<file path="src/rtl/mlp_sequencer.sv">
// mlp_sequencer: control sequencer for a three-layer MLP datapath.
//
// One inference runs CLEAR (accumulator clear), RUN (layer-1 row reads and
// the layer-2 column reads that trail them by PIPE_LAT cycles), L3
// (output-layer enable for L3_CYCLES cycles) and DONE (one-cycle pulse).
// Every output is a flop. The value a state decides at a rising edge is
// visible during the following cycle, so each output trails the state and
// inputs that produced it by one cycle.
//
// Ports
//   clk           sole clock, rising edge
//   reset         synchronous, active-low
//   start         begin one inference (sampled only in IDLE)
//   abort         cancel any inference; forces IDLE, all strobes low
//   mem_ready     weight memories can deliver; low stalls RUN
//   busy          state was not IDLE
//   done          one-cycle completion pulse
//   acc_clear     one-cycle accumulator clear pulse
//   w1_rd_en      layer-1 row read strobe, w1_row_addr row index
//   w2_rd_en      layer-2 column read strobe, w2_col_addr column index
//   enableLayer3  output-layer enable
//   stall_count   stalled RUN cycles, saturating at 16'hFFFF
//
// Build option: define SEQ_PERF_CNT_EN to include the stall counter.
// Without it stall_count is tied to zero.
//
// state | meaning
// IDLE  | waiting for start
// CLEAR | one cycle: clear accumulators, zero cycle counter c
// RUN   | stream rows/columns, c advances when mem_ready=1
// L3    | enableLayer3 high, down-counter runs L3_CYCLES cycles
// DONE  | one-cycle done pulse, back to IDLE

module mlp_sequencer #(
  parameter int N_HIDDEN  = 200,
  parameter int PIPE_LAT  = 11,
  parameter int L3_CYCLES = 50
) (
  input  logic        clk,
  input  logic        reset,
  input  logic        start,
  input  logic        abort,
  input  logic        mem_ready,
  output logic        busy,
  output logic        done,
  output logic        acc_clear,
  output logic        w1_rd_en,
  output logic [7:0]  w1_row_addr,
  output logic        w2_rd_en,
  output logic [7:0]  w2_col_addr,
  output logic        enableLayer3,
  output logic [15:0] stall_count
);

  typedef enum logic [2:0] {IDLE, CLEAR, RUN, L3, DONE} state_t;

  localparam int L3W = (L3_CYCLES > 1) ? $clog2(L3_CYCLES) : 1;
  localparam logic [8:0]     C_N    = 9'(N_HIDDEN);
  localparam logic [8:0]     C_P    = 9'(PIPE_LAT);
  localparam logic [8:0]     C_LAST = 9'(N_HIDDEN + PIPE_LAT - 1);
  localparam logic [L3W-1:0] L3_LOAD = L3W'(L3_CYCLES - 1);

  state_t         state_q, state_d;
  logic [8:0]     c_q, c_d;
  logic [L3W-1:0] l3_q, l3_d;

  logic busy_q, busy_d, done_q, done_d, acc_clear_q, acc_clear_d;
  logic w1_rd_en_q, w1_rd_en_d, w2_rd_en_q, w2_rd_en_d, en3_q, en3_d;
  logic [7:0] w1_row_addr_q, w1_row_addr_d, w2_col_addr_q, w2_col_addr_d;

  always_comb begin
    state_d       = state_q;
    c_d           = c_q;
    l3_d          = l3_q;
    busy_d        = 1'b0;
    done_d        = 1'b0;
    acc_clear_d   = 1'b0;
    w1_rd_en_d    = 1'b0;
    w1_row_addr_d = 8'd0;
    w2_rd_en_d    = 1'b0;
    w2_col_addr_d = 8'd0;
    en3_d         = 1'b0;
    if (abort) begin
      state_d = IDLE;
      c_d     = 9'd0;
      l3_d    = '0;
    end else begin
      case (state_q)
        IDLE: begin
          if (start) state_d = CLEAR;
        end
        CLEAR: begin
          busy_d      = 1'b1;
          acc_clear_d = 1'b1;
          c_d         = 9'd0;
          state_d     = RUN;
        end
        RUN: begin
          busy_d = 1'b1;
          // Addresses track c even while stalled, so they hold across a stall.
          if (c_q < C_N)  w1_row_addr_d = c_q[7:0];
          if (c_q >= C_P) w2_col_addr_d = 8'(c_q - C_P);
          if (mem_ready) begin
            w1_rd_en_d = (c_q < C_N);
            w2_rd_en_d = (c_q >= C_P);
            if (c_q == C_LAST) begin
              state_d = L3;
              l3_d    = L3_LOAD;
            end else begin
              c_d = c_q + 9'd1;
            end
          end
        end
        L3: begin
          busy_d = 1'b1;
          en3_d  = 1'b1;
          if (l3_q == '0) state_d = DONE;
          else            l3_d    = l3_q - 1'b1;
        end
        DONE: begin
          busy_d  = 1'b1;
          done_d  = 1'b1;
          state_d = IDLE;
        end
        default: state_d = IDLE;
      endcase
    end
  end

  always_ff @(posedge clk) begin
    if (!reset) begin
      state_q       <= IDLE;
      c_q           <= 9'd0;
      l3_q          <= '0;
      busy_q        <= 1'b0;
      done_q        <= 1'b0;
      acc_clear_q   <= 1'b0;
      w1_rd_en_q    <= 1'b0;
      w1_row_addr_q <= 8'd0;
      w2_rd_en_q    <= 1'b0;
      w2_col_addr_q <= 8'd0;
      en3_q         <= 1'b0;
    end else begin
      state_q       <= state_d;
      c_q           <= c_d;
      l3_q          <= l3_d;
      busy_q        <= busy_d;
      done_q        <= done_d;
      acc_clear_q   <= acc_clear_d;
      w1_rd_en_q    <= w1_rd_en_d;
      w1_row_addr_q <= w1_row_addr_d;
      w2_rd_en_q    <= w2_rd_en_d;
      w2_col_addr_q <= w2_col_addr_d;
      en3_q         <= en3_d;
    end
  end

  assign busy         = busy_q;
  assign done         = done_q;
  assign acc_clear    = acc_clear_q;
  assign w1_rd_en     = w1_rd_en_q;
  assign w1_row_addr  = w1_row_addr_q;
  assign w2_rd_en     = w2_rd_en_q;
  assign w2_col_addr  = w2_col_addr_q;
  assign enableLayer3 = en3_q;

`ifdef SEQ_PERF_CNT_EN
  logic [15:0] stall_count_q, stall_count_d;

  always_comb begin
    stall_count_d = stall_count_q;
    if (!abort) begin
      if (state_q == CLEAR)
        stall_count_d = 16'd0;
      else if (state_q == RUN && !mem_ready && stall_count_q != 16'hFFFF)
        stall_count_d = stall_count_q + 16'd1;
    end
  end

  always_ff @(posedge clk) begin
    if (!reset) stall_count_q <= 16'd0;
    else        stall_count_q <= stall_count_d;
  end

  assign stall_count = stall_count_q;
`else
  assign stall_count = 16'd0;
`endif

endmodule

</file>
<file path="config.mk">
export PLATFORM = sky130hd
export DESIGN_NAME = mlp_sequencer
export DESIGN_NICKNAME = d
export VERILOG_FILES = /design/src/rtl/mlp_sequencer.sv
export SDC_FILE = /design/constraint.sdc
export NUM_CORES = 1
export LEC_CHECK = 0
export CORE_MARGIN = 8
export CORE_UTILIZATION = 49
export DETAILED_ROUTE_END_ITERATION = 6
export PLACE_DENSITY_LB_ADDON = 0.3
export REMOVE_ABC_BUFFERS = 1
export SETUP_SLACK_MARGIN = 0.2
export SLEW_MARGIN = 30
export SYNTH_ARGS = -nofsm -noshare
export SYNTH_HDL_FRONTEND = slang
export SYNTH_SLANG_ARGS = --single-unit
</file>
<file path="constraint.sdc">
create_clock -name clk -period 2.1 [get_ports clk]
set_input_delay 0.315 -clock clk [delete_from_list [all_inputs] [get_ports clk]]
set_output_delay 0.315 -clock clk [all_outputs]
set_load 0.01 [all_outputs]
</file>
==> metrics.txt, run 1 <==
GRT Util Overall=0.124; Die H=78.1 microns; Clk Latency, worst-skew pair=0.28 ns; Via Count=between 1000 and 1500; Root Buffer Master=clkbuf_8; Crit path max-delay family=compound AO/OA/AOI/OAI gates; Max Freq=between 500 and 600 MHz; share of cells above drive strength 1=0.140; reg-to-reg slack, setup=0.33 ns; pin count of the biggest net entering global routing=14; kind of critical path=reg2reg; CTS Buf Count=5; DP Cell Count=275; GRT Residual Overflow=0; area delta synth->final=21.0%; Nets=about 240; hpwl dp=2.80 mm; Pwr Density=582 mW/mm^2; Required @ worst endpoint=2.28 ns; RSZ-0062 raised after global routing=yes; RePlAce Congestion=0.865; Final Non-Filler Cells=between 200 and 300; # clock sinks=40; total wire length=3.67 mm; pre-CTS setup slack=just over 0.2 ns; final instance area=0.00229 sq mm; placed cell area=0.00218 sq mm; Tmin final=1.77 ns; antenna violations before repair=0; VDD IR-drop max=0.000356 V; Syn Std Cell Area=~0.0019 sq mm; Worst Path Buf+Inv=1; prevailing post-synth register cell=dfxtp_1; remaining antenna violation count=0; final setup fails=0; # diodes=0; Placeable Area=0.00369 sq mm; Final WS setup=approximately 0.33 ns; Crit. End Element=register; Post-synth EDFFs=0; row cnt=22; FILL cells=between 300 and 400; vias in the first global route=1419; Port Buffer Count=26; DR vias/cell=5.23; post-synth cell types=55; Hold Path Class=reg2reg; max-slew violations=0; Avg Cell Area, Syn=9.54 sq um; CP max-delay cell=a2111o_1; Fin. Hold Viols=0; YS warnings=0; Cells after Synth=198; period utilization=0.843; DRC=0; CP Max Fanout=7; clock slew at reported path FFs=0.07 ns; drt first pass iters=4; async set-reset flop share out of synthesis=0; CTS tree=built; number of H-tree levels=2; crit start category=register; Starting Density=0.512; outcome=finished, final reports clean; final clock skew=0.00291 ns; first-pass GRT wire length=6.38 mm; DRT iter0 DRCs=65; worst path cell trace=a21o_1 > a2111o_1 > o41ai_4 > buf_4 > nor2_1; most frequent cells in the layout=dfxtp_1 (39), clkdlybuf4s50_1 (26), nor2_1 (19), conb_1 (16), buf_4 (14); #FFs+latches synth=40; die area=0.00610 sq mm; register area share after synthesis=0.424; chip width=78.1 microns; WL/cell=13.0 microns; Crit path arrival time=between 1.5 and 2 ns; total of max-cap violations=0; post-layout util=0.620; static leakage=about 0.95 nW; Clock Path Buffers=2; setup TNS=0 ns; commonest non-fill, non-tap cell in the layout=dfxtp_1; CP peak stage delay=0.47 ns; I/O pin count=43; postcts setup bufs=0
[power by group]
| part | switching [mW] | total (mW) | internal (mW) | leakage (nW) |
|---|---|---|---|---|
| clock | 0.247 | 0.509 | 0.262 | 0.0510 |
| combinational | 0.0343 | 0.0572 | 0.0229 | 0.572 |
| sequential | 0.00372 | 0.764 | 0.760 | 0.323 |
[metrics by stage]
step | hold WS [ns] | total power, mW
2_1_floorplan | 0.427 | 0.813
3_3_place_gp | 0.485 | 0.837
3_5_place_dp | 0.503 | 0.837
4_1_cts | 0.489 | 1.35
5_1_grt | 0.507 | 1.40
6_report | 0.480 | 1.33
[timing repair]
| item | 4_1_cts | 5_1_grt |
|---|---|---|
| hold buffers | 0 | 0 |
| resized for setup | 1 | 1 |
| endpoints found under the setup margin | 1 | 12 |
| pin swaps | 0 | 1 |
| endpoints found under the hold margin | 0 | 0 |
[synth_stat cells, types with 2 or more instances]
library cell / number / area (sq um)
xnor2_1: 3 / 26.3
and2_1: 9 / 56.3
inv_1: 5 / 18.8
nand2_1: 11 / 41.3
clkbuf_1: 4 / 15.0
xor2_1: 4 / 35.0
a311oi_1: 2 / 17.5
a21oi_1: 8 / 40.0
nor4_1: 2 / 12.5
nor3_1: 8 / 40.0
o21ai_0: 2 / 10.0
dfxtp_1: 40 / 801
o21a_1: 3 / 22.5
a211oi_1: 2 / 15.0
nand3_1: 3 / 15.0
a21o_1: 2 / 15.0
a31oi_1: 6 / 37.5
and3b_1: 2 / 17.5
a41oi_1: 3 / 26.3
and3_1: 2 / 12.5
a211o_1: 2 / 17.5
nand2b_1: 3 / 18.8
buf_4: 19 / 143
nor2_1: 19 / 71.3
ha_1: 4 / 50.1
[state kept, by name (all words and copies together) (netlist names), 3 cells and up]
name         count
c_q              9
w2_col_addr      8
state_q          3
w1_row_addr      8
l3_q             6
[final timing paths]
kind / cells past startpoint / endpoint / startpoint
min reg2reg: 1 / w2_col_addr[0] / c_q[0]
max reg2reg: 5 / w2_col_addr[7] / c_q[1]
max: 5 / w2_col_addr[7] / c_q[1]
min: 1 / w2_col_addr[0] / c_q[0]
[kinds of logic after synthesis]
family	Yosys count	synth area share
buffers and inverters	31	0.109
multiplexers	2	0.0113
AND/OR/NAND/NOR	70	0.213
AO/OA/AOI/OAI	43	0.182
adder cells (fa/ha/maj)	4	0.0265
flip-flops	40	0.424
other	1	0.00198
XOR/XNOR	7	0.0325
[cell type report]
class / instances / area, sq um / area share
Sequential cell: 40 / 802 / 0.351
Clock inverter: 2 / 10.0 / 0.00438
Tap cell: 48 / 60.1 / 0.0263
Inverter: 5 / 18.8 / 0.00821
Multi-Input combinational cell: 142 / 947 / 0.414
Timing Repair Buffer: 40 / 365 / 0.160
Clock buffer: 6 / 82.6 / 0.0361
[layer usage]
| layer | global-route usage | up-vias | share of wire |
|---|---|---|---|
| met2 | 0.203 | 39 | 0.45 |
| li1 | - | 746 | - |
| met4 | 0.0463 | 0 | 0.016 |
| met1 | 0.143 | 689 | 0.47 |
| met3 | 0.0456 | 6 | 0.062 |
| met5 | 0 | - | 0 |
No activity file was read; power rests on OpenSTA's default activity.
==> inputs of run 2 (changes only) <==
==> constraint.sdc (replaced) <==
create_clock -name clk -period 1.8 [get_ports clk]
set_input_delay 0.27 -clock clk [delete_from_list [all_inputs] [get_ports clk]]
set_output_delay 0.27 -clock clk [all_outputs]
set_load 0.01 [all_outputs]
==> run 2 against run 1 <==
Worst hold slack better by 0.013 ns. Sequential power up 16%. Largest power group unchanged. Critical endpoint is now w2_col_addr[5]. Combinational power up 41%. Clock-buffer cell count unchanged. Setup slack worse by 0.21 ns. Sequential share of layout area down 4.8 points. Critical path depth up 1.
==> metrics.txt, run 2 (synthesized netlist as in run 1, its figures left out) <==
outcome=finished, final reports clean (unchanged); first-pass GRT wire length=6.91 mm (was 6.38 mm); DRC=0 (unchanged); FILL cells=277 (was 333); hold_ws=0.493 ns (was 0.480 ns); Nets=268 (was 243); vias in the first global route=1539 (was 1419); WHS Path Cells=5 (was 1); VDD IR-drop max=0.000438 V (was 0.000356 V); total of max-cap violations=0 (unchanged); GRT Util Overall=0.134 (was 0.124); # clock sinks=40 (unchanged); Port Buffer Count=26 (unchanged); RSZ-0062 raised after global routing=yes (unchanged); Max Freq=594 MHz (was 565 MHz); period utilization=0.936 (was 0.843); clock slew at reported path FFs=0.07 ns (about the same); number of H-tree levels=2 (unchanged); worst hold endpoint=c_q[0] (was w2_col_addr[0]); WL/cell=14.8 microns (was 13.0 microns); remaining antenna violation count=0 (unchanged); share of cells above drive strength 1=0.327 (was 0.140); most frequent cells in the layout=dfxtp_1 (33), buf_4 (31), clkdlybuf4s50_1 (24), conb_1 (16) (was dfxtp_1 (39), clkdlybuf4s50_1 (26), nor2_1 (19), conb_1 (16), buf_4 (14)); DR vias/cell=5.29 (was 5.23); Starting Density=0.512 (unchanged); CP Max Fanout=6 (was 7); antenna violations before repair=0 (unchanged); GRT Residual Overflow=0 (unchanged); RePlAce Congestion=0.872 (was 0.865); Clk Latency, worst-skew pair=0.29 ns (was 0.28 ns); max FFs per register=9 (unchanged); Via Count=1628 (was 1480); final clock skew=0.00799 ns (was 0.00291 ns); area delta synth->final=42.3% (was 21.0%); FF-to-FF Start=c_q[1] (unchanged); Crit path arrival time=1.86 ns (was 1.95 ns); # diodes=0 (unchanged); final setup fails=0 (unchanged); Tmin final=1.68 ns (was 1.77 ns); reg-to-reg slack, setup=0.12 ns (was 0.33 ns); Required @ worst endpoint=1.98 ns (was 2.28 ns); reg-to-reg endpoint=w2_col_addr[5] (was w2_col_addr[7]); chip width=78.1 microns (unchanged); Placeable Area=0.00369 sq mm (unchanged); CTS Buf Count=5 (unchanged); Pwr Density=590 mW/mm^2 (was 582 mW/mm^2); total power=1.59 mW (was 1.33 mW); kind of critical path=reg2reg (unchanged); Hold Buf Count CTS=0 (unchanged); static leakage=1.12 nW (was 0.946 nW); Hold Crit Start=abort (was c_q[0]); CTS tree=built (unchanged); crit start category=register (unchanged); Fin. Hold Viols=0 (unchanged); pin count of the biggest net entering global routing=15 (was 14); Biggest register=c_q (unchanged); I/O pin count=43 (unchanged); row cnt=22 (unchanged); die area=0.00610 sq mm (unchanged); commonest non-fill, non-tap cell in the layout=dfxtp_1 (unchanged); Clock Path Buffers=2 (unchanged); setup TNS=0 ns (unchanged); Hold Path Class=in2reg (was reg2reg); Crit. End Element=register (unchanged); drt first pass iters=4 (unchanged); DRT iter0 DRCs=92 (was 65); R2R cell count=6 (was 5); hpwl dp=2.98 mm (was 2.80 mm); Root Buffer Master=clkbuf_8 (unchanged); max-slew violations=0 (unchanged); Die H=78.1 microns (unchanged); total wire length=4.54 mm (was 3.67 mm)
-- run 2: cell types whose count changed in the layout (fill, tap and decap cells not counted), sizes merged --
cell and delta:
dlymetal6s2s +2, clkdlybuf4s15 +1, buf +24, clkdlybuf4s50 -2
-- run 2: cell type report --
type	count	area (sq um)	area share
Sequential cell	40	815	0.303
Multi-Input combinational cell	142	1100	0.410
Clock inverter	2	10.0	0.00372
Inverter	5	21.3	0.00791
Clock buffer	6	82.6	0.0307
Timing Repair Buffer	65	597	0.222
Tap cell	48	60.1	0.0223
-- run 2: power breakdown --
| group | switching (mW) | total [mW] | internal (mW) |
|---|---|---|---|
| sequential | 0.00452 | 0.889 | 0.884 |
| combinational | 0.0467 | 0.0808 | 0.0341 |
| clock | 0.311 | 0.617 | 0.306 |
| total | 0.362 | 1.59 | 1.22 |
-- run 2: how the worst max path moves through the flow --
| stage | to | depth (start not counted) | start |
|---|---|---|---|
| 3_3_place_gp | c_q[8] | 7 | abort |
| 6_report | w2_col_addr[5] | 6 | c_q[1] |
| 2_1_floorplan | w2_col_addr[2] | 4 | c_q[2] |
| 5_1_grt | w2_col_addr[2] | 5 | c_q[1] |
| 4_1_cts | w2_col_addr[2] | 5 | c_q[1] |
| 3_5_place_dp | c_q[8] | 7 | abort |
-- run 2: per-layer routing --
metal  global-route usage  vias to the layer above  wire length [microns]  share of wire
met1                0.151                      769                   1900           0.42
met4               0.0333                        0                     49          0.011
met3               0.0444                        8                    258          0.057
met5                    0                        -                      0              0
met2                0.238                       51                   2340           0.52
li1                     -                      800                      -              -
-- run 2: critical path, cell delays in order (launching register included) --
cell	delay, ns
dfxtp_4	0.36
a21o_1	0.20
a2111o_1	0.42
o41ai_4	0.22
buf_4	0.20
buf_12	0.14
nor2_4	0.03
-- run 2: repair_timing --
| action | 4_1_cts | 5_1_grt |
|---|---|---|
| cloned | 0 | 1 |
| setup buffers | 2 | 6 |
| endpoints found under the setup margin | 25 | 33 |
| resized for setup | 18 | 31 |
| pin swaps | 10 | 12 |
-- run 2: through the flow --
| step | cells | setup slack [ns] | instance area, sq um | utilization |
|---|---|---|---|---|
| after floorplan | 187 | -0.00846 | 1760 | - |
| after global placement | 291 | -0.0307 | 2320 | 0.628 |
| after detailed placement | 291 | -0.0689 | 2320 | 0.628 |
| after CTS | 301 | 0.168 | 2500 | 0.678 |
| after global routing | 308 | 0.0645 | 2690 | 0.729 |
| final | 308 | 0.116 | 2690 | 0.729 |
